**src/rtl/result_writer_bram.sv**
```systemverilog
// Result-set writer: buffers 4-lane result sets in a small FIFO and serialises each set
// into BRAM2 as four consecutive words under IDLE/RUN/DONE register control.
module result_writer_bram #(
  parameter int CNT_BIT    = 31,
  parameter int DWIDTH     = 32,
  parameter int AWIDTH     = 12,
  parameter int MEM_SIZE   = 4096,
  parameter int FIFO_DEPTH = 4
) (
  input  logic               clk,
  input  logic               reset,
  input  logic               start_run_i,
  input  logic [CNT_BIT-1:0] run_count_i,
  input  logic [AWIDTH-1:0]  base_addr_i,
  input  logic               result_valid_i,
  input  logic [DWIDTH-1:0]  result_0_i,
  input  logic [DWIDTH-1:0]  result_1_i,
  input  logic [DWIDTH-1:0]  result_2_i,
  input  logic [DWIDTH-1:0]  result_3_i,
  output logic               ready_o,
  output logic               idle_o,
  output logic               run_o,
  output logic               done_o,
  output logic               overflow_o,
  output logic [AWIDTH-1:0]  addr_b2_o,
  output logic               ce_b2_o,
  output logic               we_b2_o,
  output logic [DWIDTH-1:0]  d_b2_o
);
  localparam int PW = $clog2(FIFO_DEPTH);

  typedef enum logic [1:0] {S_IDLE, S_RUN, S_DONE} state_t;

  state_t             state_q, state_d;
  logic [CNT_BIT-1:0] num_cnt_q, num_cnt_d;
  logic [CNT_BIT-1:0] accepted_cnt_q, accepted_cnt_d;
  logic [CNT_BIT-1:0] written_cnt_q, written_cnt_d;
  logic [AWIDTH-1:0]  base_q, base_d;
  logic [AWIDTH-1:0]  addr_q, addr_d;
  logic [1:0]         lane_q, lane_d;
  logic [PW:0]        wr_ptr_q, wr_ptr_d;
  logic [PW:0]        rd_ptr_q, rd_ptr_d;
  logic               overflow_q, overflow_d;
  logic               we_q, we_d;
  logic [DWIDTH-1:0]  d_q, d_d;

  logic [3:0][DWIDTH-1:0] fifo_mem_q [FIFO_DEPTH];
  logic [3:0][DWIDTH-1:0] head_set;
  logic                   fifo_empty, fifo_full, push;
  logic [AWIDTH-1:0]      addr_sum;

  assign fifo_empty = (wr_ptr_q == rd_ptr_q);
  assign fifo_full  = (wr_ptr_q[PW] != rd_ptr_q[PW]) && (wr_ptr_q[PW-1:0] == rd_ptr_q[PW-1:0]);
  assign head_set   = fifo_mem_q[rd_ptr_q[PW-1:0]];

  assign ready_o    = (state_q == S_RUN) && !fifo_full && (accepted_cnt_q < num_cnt_q);
  assign push       = result_valid_i && ready_o;

  // Lane index forms the low two address bits of the set's 4-word slot.
  assign addr_sum   = base_q + AWIDTH'({written_cnt_q, lane_q});

  always_comb begin
    state_d        = state_q;
    num_cnt_d      = num_cnt_q;
    accepted_cnt_d = accepted_cnt_q;
    written_cnt_d  = written_cnt_q;
    base_d         = base_q;
    addr_d         = addr_q;
    lane_d         = lane_q;
    wr_ptr_d       = wr_ptr_q;
    rd_ptr_d       = rd_ptr_q;
    overflow_d     = overflow_q;
    we_d           = 1'b0;
    d_d            = d_q;

    if (state_q == S_RUN && !fifo_empty) begin
      we_d   = 1'b1;
      addr_d = addr_sum & AWIDTH'(MEM_SIZE - 1);
      d_d    = head_set[lane_q];
      lane_d = lane_q + 2'd1;
      if (lane_q == 2'd3) begin
        rd_ptr_d      = rd_ptr_q + 1'b1;
        written_cnt_d = written_cnt_q + 1'b1;
      end
    end

    if (push) begin
      wr_ptr_d       = wr_ptr_q + 1'b1;
      accepted_cnt_d = accepted_cnt_q + 1'b1;
    end

    if (state_q == S_RUN && result_valid_i && !ready_o) overflow_d = 1'b1;

    case (state_q)
      S_IDLE: if (start_run_i) begin
        state_d        = S_RUN;
        num_cnt_d      = run_count_i;
        base_d         = base_addr_i;
        overflow_d     = 1'b0;
        accepted_cnt_d = '0;
        written_cnt_d  = '0;
        lane_d         = '0;
        rd_ptr_d       = wr_ptr_q;
      end
      // Compare uses the pre-increment count, so DONE follows the lane-3 write cycle.
      S_RUN:   if (written_cnt_q == num_cnt_q) state_d = S_DONE;
      S_DONE:  state_d = S_IDLE;
      default: state_d = S_IDLE;
    endcase
  end

  always_ff @(posedge clk) begin
    if (reset) begin
      state_q        <= S_IDLE;
      num_cnt_q      <= '0;
      accepted_cnt_q <= '0;
      written_cnt_q  <= '0;
      base_q         <= '0;
      addr_q         <= '0;
      lane_q         <= '0;
      wr_ptr_q       <= '0;
      rd_ptr_q       <= '0;
      overflow_q     <= 1'b0;
      we_q           <= 1'b0;
      d_q            <= '0;
    end else begin
      state_q        <= state_d;
      num_cnt_q      <= num_cnt_d;
      accepted_cnt_q <= accepted_cnt_d;
      written_cnt_q  <= written_cnt_d;
      base_q         <= base_d;
      addr_q         <= addr_d;
      lane_q         <= lane_d;
      wr_ptr_q       <= wr_ptr_d;
      rd_ptr_q       <= rd_ptr_d;
      overflow_q     <= overflow_d;
      we_q           <= we_d;
      d_q            <= d_d;
    end
  end

  always_ff @(posedge clk) begin
    if (push) fifo_mem_q[wr_ptr_q[PW-1:0]] <= {result_3_i, result_2_i, result_1_i, result_0_i};
  end

  assign idle_o     = (state_q == S_IDLE);
  assign run_o      = (state_q == S_RUN);
  assign done_o     = (state_q == S_DONE);
  assign overflow_o = overflow_q;
  assign addr_b2_o  = addr_q;
  assign we_b2_o    = we_q;
  assign ce_b2_o    = we_q;
  assign d_b2_o     = d_q;
endmodule

```
**config.mk**
```make
export PLATFORM = sky130hd
export DESIGN_NAME = result_writer_bram
export DESIGN_NICKNAME = d
export VERILOG_FILES = /design/src/rtl/result_writer_bram.sv
export SDC_FILE = /design/constraint.sdc
export NUM_CORES = 1
export LEC_CHECK = 0
export ABC_CLOCK_PERIOD_IN_PS = 6700
export CAP_MARGIN = 15
export CORE_ASPECT_RATIO = 1.25
export CORE_MARGIN = 1.5
export CORE_UTILIZATION = 60
export CTS_BUF_LIST = sky130_fd_sc_hd__clkbuf_8
export DETAILED_ROUTE_END_ITERATION = 8
export PLACE_DENSITY_LB_ADDON = 0.15
export SLEW_MARGIN = 20
export SYNTH_ARGS = -nofsm -noshare
export SYNTH_HDL_FRONTEND = slang
export SYNTH_SLANG_ARGS = --single-unit
```
**constraint.sdc**
```tcl
create_clock -name clk -period 6.7 [get_ports clk]
set_input_delay 1.34 -clock clk [delete_from_list [all_inputs] [get_ports clk]]
set_output_delay 1.34 -clock clk [all_outputs]
set_load 0.005 [all_outputs]
```
==> results of run 1 <==
-- sequential cells by signal, indices dropped and copies added (netlist names) --
register and flops:
overflow_o 1, rd_ptr_q 3, num_cnt_q 31, fifo_mem_q 512, lane_q 2, accepted_cnt_q 31, addr_b2_o 12, wr_ptr_q 3
base_q 12, written_cnt_q 31, state_q 2, d_b2_o 32, ce_b2_o 1
-- cells by family after synthesis --
logic type	Yosys count	share of synthesized area (%)
XOR/XNOR	76	2.46
buffers and inverters	136	1.97
multiplexers	162	13.4
AND/OR/NAND/NOR	402	6.80
adder cells (fa/ha/maj)	50	2.34
AO/OA/AOI/OAI	208	4.39
flip-flops	673	68.7
-- cell usage in the layout, fill, tap and decap left out, drive strengths merged, types with 10 or more instances in the layout --
cell type / Yosys / layout
nor4: 11 / 11
nand2: 200 / 200
mux4: 160 / 160
inv: 53 / 95
xnor2: 45 / 45
clkdlybuf4s50: 0 / 224
dfxtp: 161 / 161
edfxtp: 512 / 512
buf: 23 / 22
ha: 49 / 49
o21ai: 36 / 36
nor2: 67 / 67
or3: 27 / 27
nor3: 10 / 10
nand4: 26 / 26
a21oi: 126 / 126
clkbuf: 60 / 118
xor2: 31 / 31
clkinv: 0 / 24
nand3: 28 / 28
-- final timing paths --
check / from / slack [ns] / to / cells past startpoint
hold reg to reg: d_b2_o[23] / 0.46 / d_b2_o[23] / 2
setup reg to reg: rd_ptr_q[0] / 2.47 / fifo_mem_q[3][7] / 6
hold / removal: d_b2_o[23] / 0.46 / d_b2_o[23] / 2
setup / recovery: rd_ptr_q[0] / 1.82 / ready_o / 5
-- routing by layer --
metal / up-vias / share of wire [%] / GRT usage (%)
met3: 114 / 6.3 / 5.10
met2: 494 / 51 / 42.8
met5: - / 0.13 / 0
met1: 7720 / 39 / 32.1
li1: 7118 / - / -
met4: 10 / 2.8 / 10.1
-- synthesized netlist by cell type, types with 4 or more instances --
cell type / instances / area share [%]
and3_1: 8 / 0.18
nor4_1: 10 / 0.23
a21oi_1: 126 / 2.3
nand3_1: 28 / 0.52
nand4_1: 25 / 0.58
xnor2_1: 45 / 1.5
nor3_1: 10 / 0.18
dfxtp_1: 161 / 12
ha_1: 49 / 2.3
xor2_1: 31 / 1.0
a31oi_1: 5 / 0.12
buf_1: 12 / 0.17
buf_2: 9 / 0.17
nand2_1: 200 / 2.8
a211oi_1: 7 / 0.19
or3_1: 27 / 0.62
edfxtp_1: 512 / 57
o21a_1: 6 / 0.17
a2111oi_0: 6 / 0.19
o21ai_0: 36 / 0.67
nor2_1: 67 / 0.93
and4_1: 4 / 0.13
mux4_2: 160 / 13
nand2b_1: 4 / 0.092
clkbuf_1: 60 / 0.83
inv_1: 51 / 0.71
and2_1: 7 / 0.16
-- power by group through the flow --
stage	Clock, mW	Sequential [mW]	Combinational (mW)
2_1_floorplan	0	4.70	0.391
3_3_place_gp	0	4.71	0.654
4_1_cts	3.45	4.63	0.671
5_1_grt	3.63	4.64	0.720
3_5_place_dp	0	4.72	0.668
6_report	3.38	4.63	0.665
-- critical path: stages, from the launching register on --
cell and delay, ns:
dfxtp_4 0.92, xnor2_1 0.33, nand2_1 0.17, o211ai_1 0.70, a21oi_1 0.21, clkdlybuf4s50_1 0.52
-- layout make-up --
type / instances / area [um2]
flip-flops and latches: 673 / 18600
fillers: 2764 / 12300
multi-input cells: 898 / 8000
repair buffers: 246 / 2460
clock buffers: 118 / 1620
well taps: 572 / 716
clock inverters: 72 / 465
inverters: 53 / 199
diodes: 2 / 5.00
-- stage by stage --
| stage | instances | hold slack [ns] | setup slack (ns) | utilization (%) |
|---|---|---|---|---|
| floorplan | 1707 | 0.440 | 1.03 | - |
| CTS | 2630 | 0.458 | 1.69 | 72.2 |
| global route | 2633 | 0.477 | 1.49 | 72.3 |
| global placement | 2440 | 0.444 | 2.23 | 67.5 |
| finish | 2634 | 0.458 | 1.82 | 72.4 |
| detailed placement | 2440 | 0.450 | 2.22 | 67.5 |
==> flow_metrics.py, run 1 <==
metrics = {
    "outcome": {
        "status": "finished, final reports clean",
    },
    "yosys": {
        "synth_cell_type_count": 55,
        "syn_area_um2": 27100,
        "syn_area_per_cell_um2": 15.9,
        "ys_warn_count": 0,
        "yosysSeqAreaShare_pct": 68.7,
        "synthFlopType": "edfxtp_1",
        "async_flop_share_pct": 0,
        "ys_ff_latch": 673,
        "syn-num-nets": 1932,
        "netlist_instances": 1707,
        "synth_edf_count": 512,
    },
    "cells_and_area": {
        "finalInstanceArea_um2": 32100,
        "nets": 2199,
        "syn_to_final_growth_pct": 18.4,
        "drive_gt1_share_pct": 16.6,
    },
    "sta": {
        "worst_pin_slew_ns": 0.999,
        "slew_headroom_pct": 33.4,
        "setup_tns_ns": 0,
        "report.final.slew_viol_count": 0,
        "rsz0062_at_grt": "false",
        "fin_skew_ns": 0.0330,
        "setup_viol": 0,
        "max_freq_ghz": 0.205,
        "fin_crit_ns": 4.88,
        "hold_viol": 0,
        "fin_crit_sh_pct": 72.8,
    },
    "clock_network": {
        "clkLatencyLatePin_ns": 0.69,
        "holdBufCountCts": 0,
        "clk_pin_slew_ns": 0.06,
        "cts_setup_buffers": 0,
        "cts.htree.levels": 3,
        "clk_path_buf_depth": 3,
        "clock-sinks": 673,
        "post_cts_resized": 0,
        "cts_tree": "built",
        "clockRootBuffer": "clkbuf_8",
        "numCtsBuffers": 102,
    },
    "global_route": {
        "grt_pass1_vias": 15800,
        "grt_pass1_wl_um": 87100,
        "antenna_found_initial": 7,
        "grt_remaining_overflow": 0,
        "grt_max_degree": 74,
        "track_usage_pct": 25.3,
    },
    "drt": {
        "detailedRoute.firstPassIterationCount": 4,
        "vias": 15500,
        "viasPerCell": 5.87,
        "drc": 0,
        "drtAntennaViolNets": 0,
        "drt-total-wl_um": 57100,
        "drtIter0Drc": 1091,
        "drt-wirelength-per-cell_um": 21.7,
    },
    "power": {
        "fin_total_pwr_mw": 8.68,
        "power.share.combinational_pct": 7.7,
        "power_density_nw_per_um2": 271,
        "p_int_mw": 6.76,
        "leakagePower_nw": 10.5,
        "ir_drop_mv": 0.205,
        "swShare_pct": 22.1,
        "p_switching_mw": 1.92,
        "p_clk_share_pct": 39.0,
        "p_seq_share_pct": 53.4,
    },
    "critical_path": {
        "worstPathArrival_ns": 3.54,
        "startpoint_type": "flop",
        "cp_max_fo": 45,
        "crit_path_end_kind": "output pin",
        "critical_path_class": "reg2out",
        "critPathRequiredTime_ns": 5.36,
    },
    "die": {
        "chipHeight_um": 241,
        "dieArea_um2": 46400,
        "die_w_um": 193,
        "ios": 226,
        "std_cell_rows": 86,
        "core_um2": 44300,
        "start_util_pct": 61.1,
    },
    "place": {
        "placed_area_um2": 29900,
        "gp_congestion": 0.851,
        "hpwl_um": 35600,
        "io_buffers": 225,
    },
    "hold_path": {
        "hold_path.class": "reg2reg",
    },
    "flow_run": {
        "drv_cap": 0,
    },
}
No activity file was read; power rests on OpenSTA's default activity.
==> run 2, diff against run 1 <==
ABC_CLOCK_PERIOD_IN_PS = 4500   (was 6700)
clock period = 4.5 ns   (was 6.7 ns; I/O delays follow)
==> run 2 against run 1 <==
Against the previous run:
- combinational power up 53%
- total power up 49%
- flip-flop and latch count unchanged
- wire length down 0.46%
- register-to-register slack worse by 1.2 ns
- critical path type unchanged
==> flow_metrics.py, run 2 (synthesis gave the netlist of run 1 again) <==
metrics = {
    "outcome": {
        "status": "finished, final reports clean",
    },
    "sta": {
        "setup_ws_ns": 0.343,
        "fin_crit_ns": 4.16,
        "hold_ws_ns": 0.457,
        "fin_crit_sh_pct": 92.4,
        "worst_pin_slew_ns": 1.04,
        "max_freq_ghz": 0.241,
        "setup_viol": 0,
        "setup_tns_ns": 0,
        "hold_viol": 0,
        "slew_headroom_pct": 30.4,
        "fin_skew_ns": 0.0413,
        "rsz0062_at_grt": "false",
        "report.final.slew_viol_count": 0,
    },
    "hold_path": {
        "hold_path.class": "reg2reg",
        "holdCritStartpoint": "d_b2_o[21]",
        "hold_path_depth": 2,
        "hold_end": "d_b2_o[21]",
    },
    "die": {
        "std_cell_rows": 86,
        "ios": 226,
        "start_util_pct": 61.1,
        "chipHeight_um": 241,
        "dieArea_um2": 46400,
        "core_um2": 44300,
        "die_w_um": 193,
    },
    "clock_network": {
        "clk_path_buf_depth": 3,
        "cts.htree.levels": 3,
        "clk_pin_slew_ns": 0.06,
        "cts_setup_buffers": 0,
        "holdBufCountCts": 0,
        "numCtsBuffers": 99,
        "cts_tree": "built",
        "post_cts_resized": 0,
        "clock-sinks": 673,
        "clkLatencyLatePin_ns": 0.71,
        "clockRootBuffer": "clkbuf_8",
    },
    "power": {
        "p_clk_share_pct": 38.8,
        "ir_drop_mv": 0.410,
        "p_switching_mw": 2.87,
        "swShare_pct": 22.2,
        "power.share.combinational_pct": 7.9,
        "power_density_nw_per_um2": 400,
        "leakagePower_nw": 10.6,
        "fin_total_pwr_mw": 12.9,
        "p_seq_share_pct": 53.3,
        "p_int_mw": 10.0,
    },
    "global_route": {
        "grt_pass1_wl_um": 87400,
        "grt_remaining_overflow": 0,
        "grt_pass1_vias": 16100,
        "track_usage_pct": 25.3,
        "grt_max_degree": 131,
        "antenna_found_initial": 11,
    },
    "critical_path": {
        "crit_top_cell": "a21oi_1",
        "crit_path_end_kind": "output pin",
        "r2r-end": "fifo_mem_q[3][68]",
        "critical_path_class": "reg2out",
        "startpoint_type": "flop",
        "worstPathArrival_ns": 3.26,
        "regToRegSetupSlack_ns": 1.25,
        "rr_worst_depth": 8,
        "cp_max_fo": 11,
        "critical_path.cell_chain": "inv_1 > ha_1 > a21oi_1 > o21a_1 > a2bb2oi_1 > o211ai_1 > a21oi_1 > clkdlybuf4s50_1",
        "slowest_delay_ns": 0.57,
        "critPathRequiredTime_ns": 3.60,
        "regToRegStartpoint": "accepted_cnt_q[2]",
        "cpMaxStageDelayCell": "clkdlybuf4s50_1",
    },
    "drt": {
        "viasPerCell": 5.88,
        "vias": 15600,
        "drc": 0,
        "drtAntennaViolNets": 0,
        "drtIter0Drc": 1175,
        "drt-total-wl_um": 56800,
        "detailedRoute.firstPassIterationCount": 5,
        "drt-wirelength-per-cell_um": 21.5,
    },
    "place": {
        "dp_slack_ns": 1.03,
        "hpwl_um": 35100,
        "placed_cells": 2447,
        "gp_congestion": 0.863,
        "io_buffers": 225,
    },
    "cells_and_area": {
        "largest_reg_flops": 512,
        "fin_cells": 2644,
        "layout_common_cells": "edfxtp_1 (512), clkdlybuf4s50_1 (224), nand2_1 (198), mux4_2 (160), dfxtp_1 (157)",
        "nets": 2202,
        "syn_to_final_growth_pct": 19.0,
        "mostFrequentLayoutCell": "edfxtp_1",
        "drive_gt1_share_pct": 17.2,
    },
    "flow_run": {
        "drv_cap": 0,
    },
}
-- run 2: cell types whose count changed in the layout (fill, tap and decap cells not counted), sizes merged --
cell,change
inv,-12
buf,+6
clkinv,+6
diode,+7
clkbuf,+1
clkinvlp,+3
bufinv,-1
-- run 2: power groups by stage --
stage          combinational (mW)  clock [mW]  sequential [mW]
2_1_floorplan               0.582           0             6.99
3_3_place_gp                 1.01           0             6.99
3_5_place_dp                 1.03           0             7.00
4_1_cts                      1.03        5.11             6.87
5_1_grt                      1.11        5.36             6.88
6_report                     1.02        5.01             6.87
-- run 2: area by class of cell --
type,count,area (um2)
Sequential cell,673,18600
Inverter,53,199
Tap cell,572,716
Clock buffer,119,1640
Antenna cell,9,22.5
Timing Repair Buffer,252,2620
Fill cell,2854,12100
Clock inverter,68,443
Multi-Input combinational cell,898,7990
-- run 2: metrics by stage --
step | util (%) | cell area [um2]
floorplan | - | 27100
global placement | 67.9 | 30100
detailed placement | 67.9 | 30100
CTS | 72.6 | 32200
global route | 72.7 | 32200
finish | 72.7 | 32200
-- run 2: how the worst max path moves through the flow --
stage | start | to | slack (ns) | depth (start not counted)
5_1_grt | num_cnt_q[26] | ready_o | 0.13 | 8
4_1_cts | num_cnt_q[26] | ready_o | 0.34 | 8
3_5_place_dp | result_valid_i | accepted_cnt_q[24] | 1.03 | 8
3_3_place_gp | result_valid_i | accepted_cnt_q[24] | 1.08 | 8
6_report | num_cnt_q[26] | ready_o | 0.34 | 8
2_1_floorplan | num_cnt_q[2] | wr_ptr_q[2] | 0.33 | 10
-- run 2: worst max-delay path, delay by kind of cell (launching register included) --
kind | cells | cell delay [ns]
AO/OA/AOI/OAI | 5 | 1.27
buffers and inverters | 2 | 0.62
flip-flops | 1 | 0.37
adder cells (fa/ha/maj) | 1 | 0.32
-- run 2: per-layer routing --
layer  share of wire [%]  up-vias  track usage [%]  wire length, um
li1                    -     7148                -                -
met1                  40     7783             32.4            22500
met2                  51      509             42.4            29100
met3                 6.0      106             4.10             3420
met4                 3.1        4             11.8             1790
met5               0.048        -                0               27
